## src/rtl/multicycle_control_unit.sv

```systemverilog
// Multicycle control unit: decodes instruction fields, sequences the datapath
// through a Moore FSM and owns the NZCV flag register.
module multicycle_control_unit #(
    parameter int ALU_CTRL_W = 4
) (
    input  logic                  clk,
    input  logic                  rst,
    input  logic [3:0]            cond,
    input  logic [1:0]            op,
    input  logic [5:0]            funct,
    input  logic [3:0]            rd,
    input  logic [3:0]            alu_flags,
    output logic                  ir_write,
    output logic                  pc_write,
    output logic                  adr_src,
    output logic                  reg_write,
    output logic                  mem_write,
    output logic [1:0]            alu_src_a,
    output logic [1:0]            alu_src_b,
    output logic [ALU_CTRL_W-1:0] alu_ctrl,
    output logic [1:0]            result_src,
    output logic [1:0]            imm_src,
    output logic [3:0]            state
);

    typedef enum logic [3:0] {
        S_FETCH  = 4'd0,
        S_DECODE = 4'd1,
        S_MEMADR = 4'd2,
        S_MEMRD  = 4'd3,
        S_MEMWB  = 4'd4,
        S_MEMWR  = 4'd5,
        S_EXECR  = 4'd6,
        S_EXECI  = 4'd7,
        S_ALUWB  = 4'd8,
        S_BRANCH = 4'd9
    } state_t;

    localparam logic [ALU_CTRL_W-1:0] ALU_ADD = ALU_CTRL_W'(0);
    localparam logic [ALU_CTRL_W-1:0] ALU_SUB = ALU_CTRL_W'(1);
    localparam logic [ALU_CTRL_W-1:0] ALU_AND = ALU_CTRL_W'(2);
    localparam logic [ALU_CTRL_W-1:0] ALU_ORR = ALU_CTRL_W'(3);

    localparam logic [3:0] CMD_AND = 4'b0000;
    localparam logic [3:0] CMD_SUB = 4'b0010;
    localparam logic [3:0] CMD_ADD = 4'b0100;
    localparam logic [3:0] CMD_CMP = 4'b1010;
    localparam logic [3:0] CMD_ORR = 4'b1100;

    localparam logic [1:0] SRCA_REG = 2'b00;
    localparam logic [1:0] SRCA_PC  = 2'b01;
    localparam logic [1:0] SRCB_REG = 2'b00;
    localparam logic [1:0] SRCB_IMM = 2'b01;
    localparam logic [1:0] SRCB_4   = 2'b10;
    localparam logic [1:0] RES_ALUOUT = 2'b00;
    localparam logic [1:0] RES_MEM    = 2'b01;
    localparam logic [1:0] RES_ALU    = 2'b10;

    state_t                  r_state;
    state_t                  w_next_state;
    logic [3:0]              r_flags;
    logic                    r_cond_ex_q;

    logic                    w_i;
    logic                    w_s_l;
    logic                    w_u;
    logic [3:0]              w_cmd;
    logic                    w_n;
    logic                    w_z;
    logic                    w_c;
    logic                    w_v;
    logic                    w_cond_ex;
    logic                    w_cmd_writes;
    logic                    w_cmd_arith;
    logic                    w_rd_pc;
    logic                    w_exec;
    logic [ALU_CTRL_W-1:0]   w_exec_alu;

    assign w_i     = funct[5];
    assign w_cmd   = funct[4:1];
    assign w_s_l   = funct[0];
    assign w_u     = funct[3];
    assign w_rd_pc = (rd == 4'd15);
    assign w_exec  = (r_state == S_EXECR) || (r_state == S_EXECI);

    assign {w_n, w_z, w_c, w_v} = r_flags;

    always_comb begin
        w_cond_ex = 1'b0;
        case (cond)
            4'b0000: w_cond_ex = w_z;
            4'b0001: w_cond_ex = ~w_z;
            4'b0010: w_cond_ex = w_c;
            4'b0011: w_cond_ex = ~w_c;
            4'b0100: w_cond_ex = w_n;
            4'b0101: w_cond_ex = ~w_n;
            4'b0110: w_cond_ex = w_v;
            4'b0111: w_cond_ex = ~w_v;
            4'b1000: w_cond_ex = w_c & ~w_z;
            4'b1001: w_cond_ex = ~w_c | w_z;
            4'b1010: w_cond_ex = (w_n == w_v);
            4'b1011: w_cond_ex = (w_n != w_v);
            4'b1100: w_cond_ex = ~w_z & (w_n == w_v);
            4'b1101: w_cond_ex = w_z | (w_n != w_v);
            4'b1110: w_cond_ex = 1'b1;
            default: w_cond_ex = 1'b0;
        endcase
    end

    // Only these four commands have a result worth writing back; CMP and
    // unsupported commands retire straight from the execute state.
    always_comb begin
        w_cmd_writes = 1'b0;
        w_cmd_arith  = 1'b0;
        w_exec_alu   = ALU_ADD;
        case (w_cmd)
            CMD_ADD: begin w_cmd_writes = 1'b1; w_cmd_arith = 1'b1; w_exec_alu = ALU_ADD; end
            CMD_SUB: begin w_cmd_writes = 1'b1; w_cmd_arith = 1'b1; w_exec_alu = ALU_SUB; end
            CMD_CMP: begin w_cmd_arith  = 1'b1; w_exec_alu = ALU_SUB; end
            CMD_AND: begin w_cmd_writes = 1'b1; w_exec_alu = ALU_AND; end
            CMD_ORR: begin w_cmd_writes = 1'b1; w_exec_alu = ALU_ORR; end
            default: begin w_exec_alu = ALU_ADD; end
        endcase
    end

    always_ff @(posedge clk or negedge rst) begin
        if (!rst) begin
            r_state <= S_FETCH;
        end else begin
            r_state <= w_next_state;
        end
    end

    always_comb begin
        w_next_state = S_FETCH;
        case (r_state)
            S_FETCH: w_next_state = S_DECODE;
            S_DECODE: begin
                case (op)
                    2'b01:   w_next_state = S_MEMADR;
                    2'b00:   w_next_state = w_i ? S_EXECI : S_EXECR;
                    2'b10:   w_next_state = S_BRANCH;
                    default: w_next_state = S_FETCH;
                endcase
            end
            S_MEMADR: w_next_state = w_s_l ? S_MEMRD : S_MEMWR;
            S_MEMRD:  w_next_state = S_MEMWB;
            S_MEMWB:  w_next_state = S_FETCH;
            S_MEMWR:  w_next_state = S_FETCH;
            S_EXECR:  w_next_state = w_cmd_writes ? S_ALUWB : S_FETCH;
            S_EXECI:  w_next_state = w_cmd_writes ? S_ALUWB : S_FETCH;
            S_ALUWB:  w_next_state = S_FETCH;
            S_BRANCH: w_next_state = S_FETCH;
            default:  w_next_state = S_FETCH;
        endcase
    end

    // Condition is frozen at the end of DECODE so later flag writes within the
    // same instruction cannot change its outcome.
    always_ff @(posedge clk or negedge rst) begin
        if (!rst) begin
            r_cond_ex_q <= 1'b0;
        end else if (r_state == S_DECODE) begin
            r_cond_ex_q <= w_cond_ex;
        end
    end

    always_ff @(posedge clk or negedge rst) begin
        if (!rst) begin
            r_flags <= 4'b0000;
        end else if (w_exec && w_s_l && r_cond_ex_q) begin
            r_flags[3:2] <= alu_flags[3:2];
            if (w_cmd_arith) begin
                r_flags[1:0] <= alu_flags[1:0];
            end
        end
    end

    always_comb begin
        ir_write   = 1'b0;
        pc_write   = 1'b0;
        adr_src    = 1'b0;
        reg_write  = 1'b0;
        mem_write  = 1'b0;
        alu_src_a  = SRCA_REG;
        alu_src_b  = SRCB_REG;
        alu_ctrl   = ALU_ADD;
        result_src = RES_ALUOUT;
        case (r_state)
            S_FETCH: begin
                ir_write   = 1'b1;
                pc_write   = 1'b1;
                alu_src_a  = SRCA_PC;
                alu_src_b  = SRCB_4;
                result_src = RES_ALU;
            end
            S_DECODE: begin
                alu_src_a = SRCA_PC;
                alu_src_b = SRCB_4;
            end
            S_MEMADR: begin
                alu_src_b = SRCB_IMM;
                alu_ctrl  = w_u ? ALU_ADD : ALU_SUB;
            end
            S_MEMRD: adr_src = 1'b1;
            S_MEMWR: begin
                adr_src   = 1'b1;
                mem_write = r_cond_ex_q;
            end
            S_MEMWB: begin
                result_src = RES_MEM;
                reg_write  = r_cond_ex_q & ~w_rd_pc;
                pc_write   = r_cond_ex_q & w_rd_pc;
            end
            S_EXECR: alu_ctrl = w_exec_alu;
            S_EXECI: begin
                alu_src_b = SRCB_IMM;
                alu_ctrl  = w_exec_alu;
            end
            S_ALUWB: begin
                result_src = RES_ALUOUT;
                reg_write  = r_cond_ex_q & ~w_rd_pc;
                pc_write   = r_cond_ex_q & w_rd_pc;
            end
            S_BRANCH: begin
                alu_src_a  = SRCA_PC;
                alu_src_b  = SRCB_IMM;
                result_src = RES_ALU;
                pc_write   = r_cond_ex_q;
            end
            default: begin
                ir_write = 1'b0;
            end
        endcase
    end

    assign imm_src = op;
    assign state   = r_state;

endmodule

```

## config.mk

```make
export PLATFORM = sky130hd
export DESIGN_NAME = multicycle_control_unit
export DESIGN_NICKNAME = d
export VERILOG_FILES = /design/src/rtl/multicycle_control_unit.sv
export SDC_FILE = /design/constraint.sdc
export NUM_CORES = 1
export LEC_CHECK = 0
export ABC_AREA = 0
export BUFFER_PORTS_ARGS = -buffer_cell sky130_fd_sc_hd__buf_2
export CORE_UTILIZATION = 45
export DETAILED_ROUTE_END_ITERATION = 6
export GPL_ROUTABILITY_DRIVEN = 0
export HOLD_SLACK_MARGIN = 0.02
export PLACE_DENSITY = 0.78
export SLEW_MARGIN = 0
export SYNTH_ARGS = -nofsm -noshare
export SYNTH_HDL_FRONTEND = slang
export SYNTH_SLANG_ARGS = --single-unit
export TNS_END_PERCENT = 1
```

## constraint.sdc

```tcl
create_clock -name clk -period 1.6 [get_ports clk]
set_input_delay 0.24 -clock clk [delete_from_list [all_inputs] [get_ports clk]]
set_output_delay 0.24 -clock clk [all_outputs]
set_load 0.005 [all_outputs]
```

=== After elaboration in Yosys (flattened, before gate mapping) ===
Cells that the tools add are included.

* Equality and inequality tests: 32
* Multiplexer cells: 19
* Bitwise operators: 11
* Reductions and logical operators: 18

{| class="wikitable"
|+ Operators with widths
! kind !! count
|-
| $eq 4x4->1 const B || 12
|-
| $eq 4x3->1 const B || 9
|-
| $eq 4x2->1 const B || 5
|-
| $pmux 4 s5 || 1
|-
| $pmux 1 s15 || 1
|-
| $logic_not 4->1 || 3
|-
| $pmux 4 s3 || 1
|-
| $reduce_or 2->1 || 6
|-
| $mux 1 || 9
|-
| $reduce_or 3->1 || 3
|-
| $eq 4x1->1 const B || 2
|-
| $pmux 2 s2 || 2
|-
| $pmux 4 s2 || 1
|-
| $pmux 2 s3 || 1
|-
| $not 1->1 || 5
|-
| $and 1x1->1 || 4
|-
| $mux 4 || 1
|-
| $reduce_or 4->1 || 1
|-
| $mux 3 || 1
|-
| $pmux 1 s3 || 1
|-
| $eq 2x1->1 const B || 1
|-
| $eq 2x2->1 const B || 1
|-
| $logic_and 1x1->1 || 2
|-
| $logic_not 2->1 || 1
|-
| 5 further kinds || 6
|}

* Register bits: 9

=== Logic depth before layout (Yosys ltp) ===
* Depth after elaboration: 5
* Depth in mapped cells: 7
* Depth with buffers taken out: 5

=== Least setup slack after synthesis ===
OpenSTA, ideal clock, no wires.

* Path type: reg-to-output
* Start: reg r_state[2], in the netlist state[2]
* End: out alu_ctrl[0]
* Arrival: 1.306 ns
* Required time: 1.360 ns
* Slack: 0.054 ns
* Stages on the path, launching flop included: 8
* Path buffers: 2
* Cell sequence: dfrtp_1 > buf_6 > or2_1 > buf_6 > nor2_1 > and2_1 > a21oi_1 > o22ai_1

* Longest elaborated chain between the ends: 3

{| class="wikitable"
|+ RTL lines
! what !! line !! text
|-
| start: declaration || 59 || <nowiki>state_t r_state;</nowiki>
|-
| start signal: assignment || 130 || <nowiki>r_state <= w_next_state;</nowiki>
|-
| $eq 4x3->1 || 189 || <nowiki>case (r_state)</nowiki>
|-
| $reduce_or 2->1 (no line) || n/a ||
|-
| $pmux 4 s2 (*) || 189 ||
|-
| end: declaration || 20 || <nowiki>output logic [ALU_CTRL_W-1:0] alu_ctrl,</nowiki>
|}

Every way passes the cells marked *; elsewhere a longest branch is shown, timed or not.

=== Worst setup path in the final report ===
* Start: reg r_state[3], in the netlist state[3]
* End: out alu_ctrl[0]

The elaborated chain is that of the path after synthesis.

==> key figures <==
Setup path
  • CP peak stage delay: 0.40 ns
  • RR Endpoint: r_cond_ex_q$_DFFE_PN0P_
  • Worst setup EP type: output port
  • Worst EP arrival: 1.51 ns
  • Slack of the worst reg-to-reg path: 0.08 ns
  • Slowest CP cell: dfrtp_1
  • Critical Path Source: state[3]$_DFF_PN0_
  • Stages on worst setup path: 6
  • Worst Setup EP: alu_ctrl[0]
  • R2r worst-path depth: 5
  • Reg2reg start: state[3]$_DFF_PN0_
  • Critical path cell sequence: or2_1, nor2_2, and2_4, a21oi_2, o22ai_1, buf_2
  • WS Path Type: reg -> out
  • Crit path required time: 1.36 ns
  • Worst Setup Start Kind: flop
  • Buf+Inv Stages, Crit Path: 1
  • Delay-heaviest family, CP: simple AND/OR/NAND/NOR gates
  • CP max FO: 4

CTS
  • Clk buf depth: 2
  • Root Driver: clkbuf_4
  • TritonCTS clock tree: done
  • Clk slew on worst S/H paths: 0.06 ns
  • Clock latency at the later pin of the worst-skew pair: 0.26 ns
  • TritonCTS buffer count: 3
  • H-tree depth: 1
  • Clock Sinks: 9

Route
  • ANT nets after route: 0
  • WL/cell: 12.1 um
  • Number of remaining DRC errors: 0
  • Vias/cell: 5.38
  • Number of DRC markers in iteration 0: 23
  • Routed via count: 952
  • Post-Route WL: 2150 um
  • First-pass detailed-route iteration total: 4

Placement
  • Placed Cells: 168
  • PortBufs: 39
  • DP HPWL: 1680 um

Finish
  • Area delta synth->final: 31.1%
  • Most frequent cells in the layout: 39 x buf_2, 10 x buf_4, 8 x dfrtp_1
  • Fill cells: 155
  • Non-Filler Instances: 177
  • Core Util, Final: 0.653
  • Nets@finish: 175
  • Layout cells sized above 1: 0.428
  • Commonest non-fill, non-tap cell in the layout: buf_2
  • # diodes: 0
  • FF+latch area: 226 um2
  • Multi-input logic area: 597 um2

Timing
  • Fin Setup TNS: -0.555 ns
  • Hold Fails Final Rpt: 0
  • RSZ-0062 raised after global routing: true
  • Final min period: 1.75 ns
  • Max-slew violations: 0
  • Clock skew: 0.00297 ns
  • Final worst slack: -0.152 ns
  • Fmax: 571 MHz
  • Final period util: 1.10
  • Final Setup Violations: 6

Logic synthesis
  • Post-synth EDFFs: 0
  • Asr flop ratio synth: 1.00
  • Top_reg_cell synth: dfrtp_1
  • Gate Count Post-Synth: 110
  • Post-synthesis register bit count: 9
  • Cell Area, Synth: 897 um2
  • Yosys warnings: 0
  • Count of cell types in the netlist: 45
  • Synthesized area per cell: 8.16 um2
  • Sequential-to-total area share from yosys stat: 0.251

Floorplanning
  • IO Pins: 43
  • Chip Height: 46.7 um
  • Die area: 2180 um2
  • Die width: 46.7 um
  • FP Rows: 15
  • Core Region: 1800 um2
  • Initial Util: 0.498

Outcome
  • Status: finished with violations
  • Failing checks: negative setup slack

Global routing
  • First-pass GRT wire length: 3200 um
  • Total GRT Usage: 0.205
  • Initial antenna violation count: 0
  • Grt total ovfl: 0
  • Vias in the first global route: 778
  • Pin count of the biggest net entering global routing: 17

Pwr
  • VDD IR max: 0.895 mV
  • PD cells: 1410 nW/um2
  • Static leakage power: 0.583 nW
  • Design Power: 1.65 mW

Job
  • MaxCap Viol Count: 0

Worst hold path
  • Hold crit path type: in -> reg
-- layer usage --
layer  track usage  up-vias  wire length, um
li1              -      475                -
met1         0.276      442              956
met2         0.342       33             1090
met3        0.0235        2               86
met4        0.0571        0               12
met5             0        -                0
-- power by group --
group          internal (mW)  total (mW)  switching (mW)
registers              0.315       0.442           0.127
logic                  0.554        1.03           0.476
clock network         0.0964       0.180          0.0836
total                  0.966        1.65           0.687
-- synth_stat cells, types with 3 or more instances --
| cell type | number | area, um2 |
|---|---|---|
| nor2b_1 | 3 | 18.8 |
| mux2_2 | 4 | 45.0 |
| inv_1 | 4 | 15.0 |
| nand2b_1 | 7 | 43.8 |
| o21ai_0 | 5 | 25.0 |
| buf_2 | 3 | 15.0 |
| nand2_1 | 6 | 22.5 |
| nor3_1 | 6 | 30.0 |
| nor2_1 | 6 | 22.5 |
| a21oi_1 | 6 | 30.0 |
| buf_4 | 6 | 45.0 |
| dfrtp_1 | 9 | 225 |
| nor3b_1 | 3 | 22.5 |
| mux2i_1 | 4 | 40.0 |
| nand4_1 | 3 | 18.8 |
-- state kept, by name, indices dropped and copies added (netlist names) --
name,flops
r_cond_ex_q,1
r_flags,4
state,4
-- worst min-delay path by stage --
stage | startpoint | to | cells past startpoint
CTS | alu_flags[3] | r_flags[3]$_DFFE_PN0P_ | 2
finish | alu_flags[3] | r_flags[3]$_DFFE_PN0P_ | 2
global route | alu_flags[3] | r_flags[3]$_DFFE_PN0P_ | 2
detailed placement | rst | r_flags[0]$_DFFE_PN0P_ | 1
global placement | rst | state[1]$_DFF_PN0_ | 1
floorplan | rst | r_cond_ex_q$_DFFE_PN0P_ | 0
-- through the flow --
step	hold slack (ns)	setup slack, ns	area (um2)
after floorplan	-0.0556	0.0539	905
after global placement	0.0955	0.116	1080
after detailed placement	0.0993	0.0232	1080
after CTS	0.204	-0.133	1170
after global routing	0.212	-0.247	1180
final	0.208	-0.152	1180
-- layout make-up --
class / instances / share of cell area
clock buffers: 4 / 0.0223
inverters: 4 / 0.0128
multi-input cells: 85 / 0.507
flip-flops and latches: 9 / 0.193
well taps: 25 / 0.0266
repair buffers: 50 / 0.238
-- logic make-up (layout without fill, tap and decap cells) --
kind of cell	count (synthesis)	after routing	share of synthesized area
mux	8	8	0.0948
buf+inv	18	58	0.123
flops	9	9	0.251
other cells	1	3	0.00418
xor+xnor	3	3	0.0293
compound gates	23	23	0.170
simple gates	48	48	0.328
-- timing repair --
| action | in CTS | in global routing |
|---|---|---|
| hold buffers | 1 | 0 |
| gates resized for setup | 7 | 0 |
| pin swaps | 4 | 4 |
| hold endpoints to repair | 9 | 0 |
| setup endpoints to repair | 6 | 7 |
| setup buffers | 3 | 1 |
Note: power is estimated with default switching activity, not from simulation.
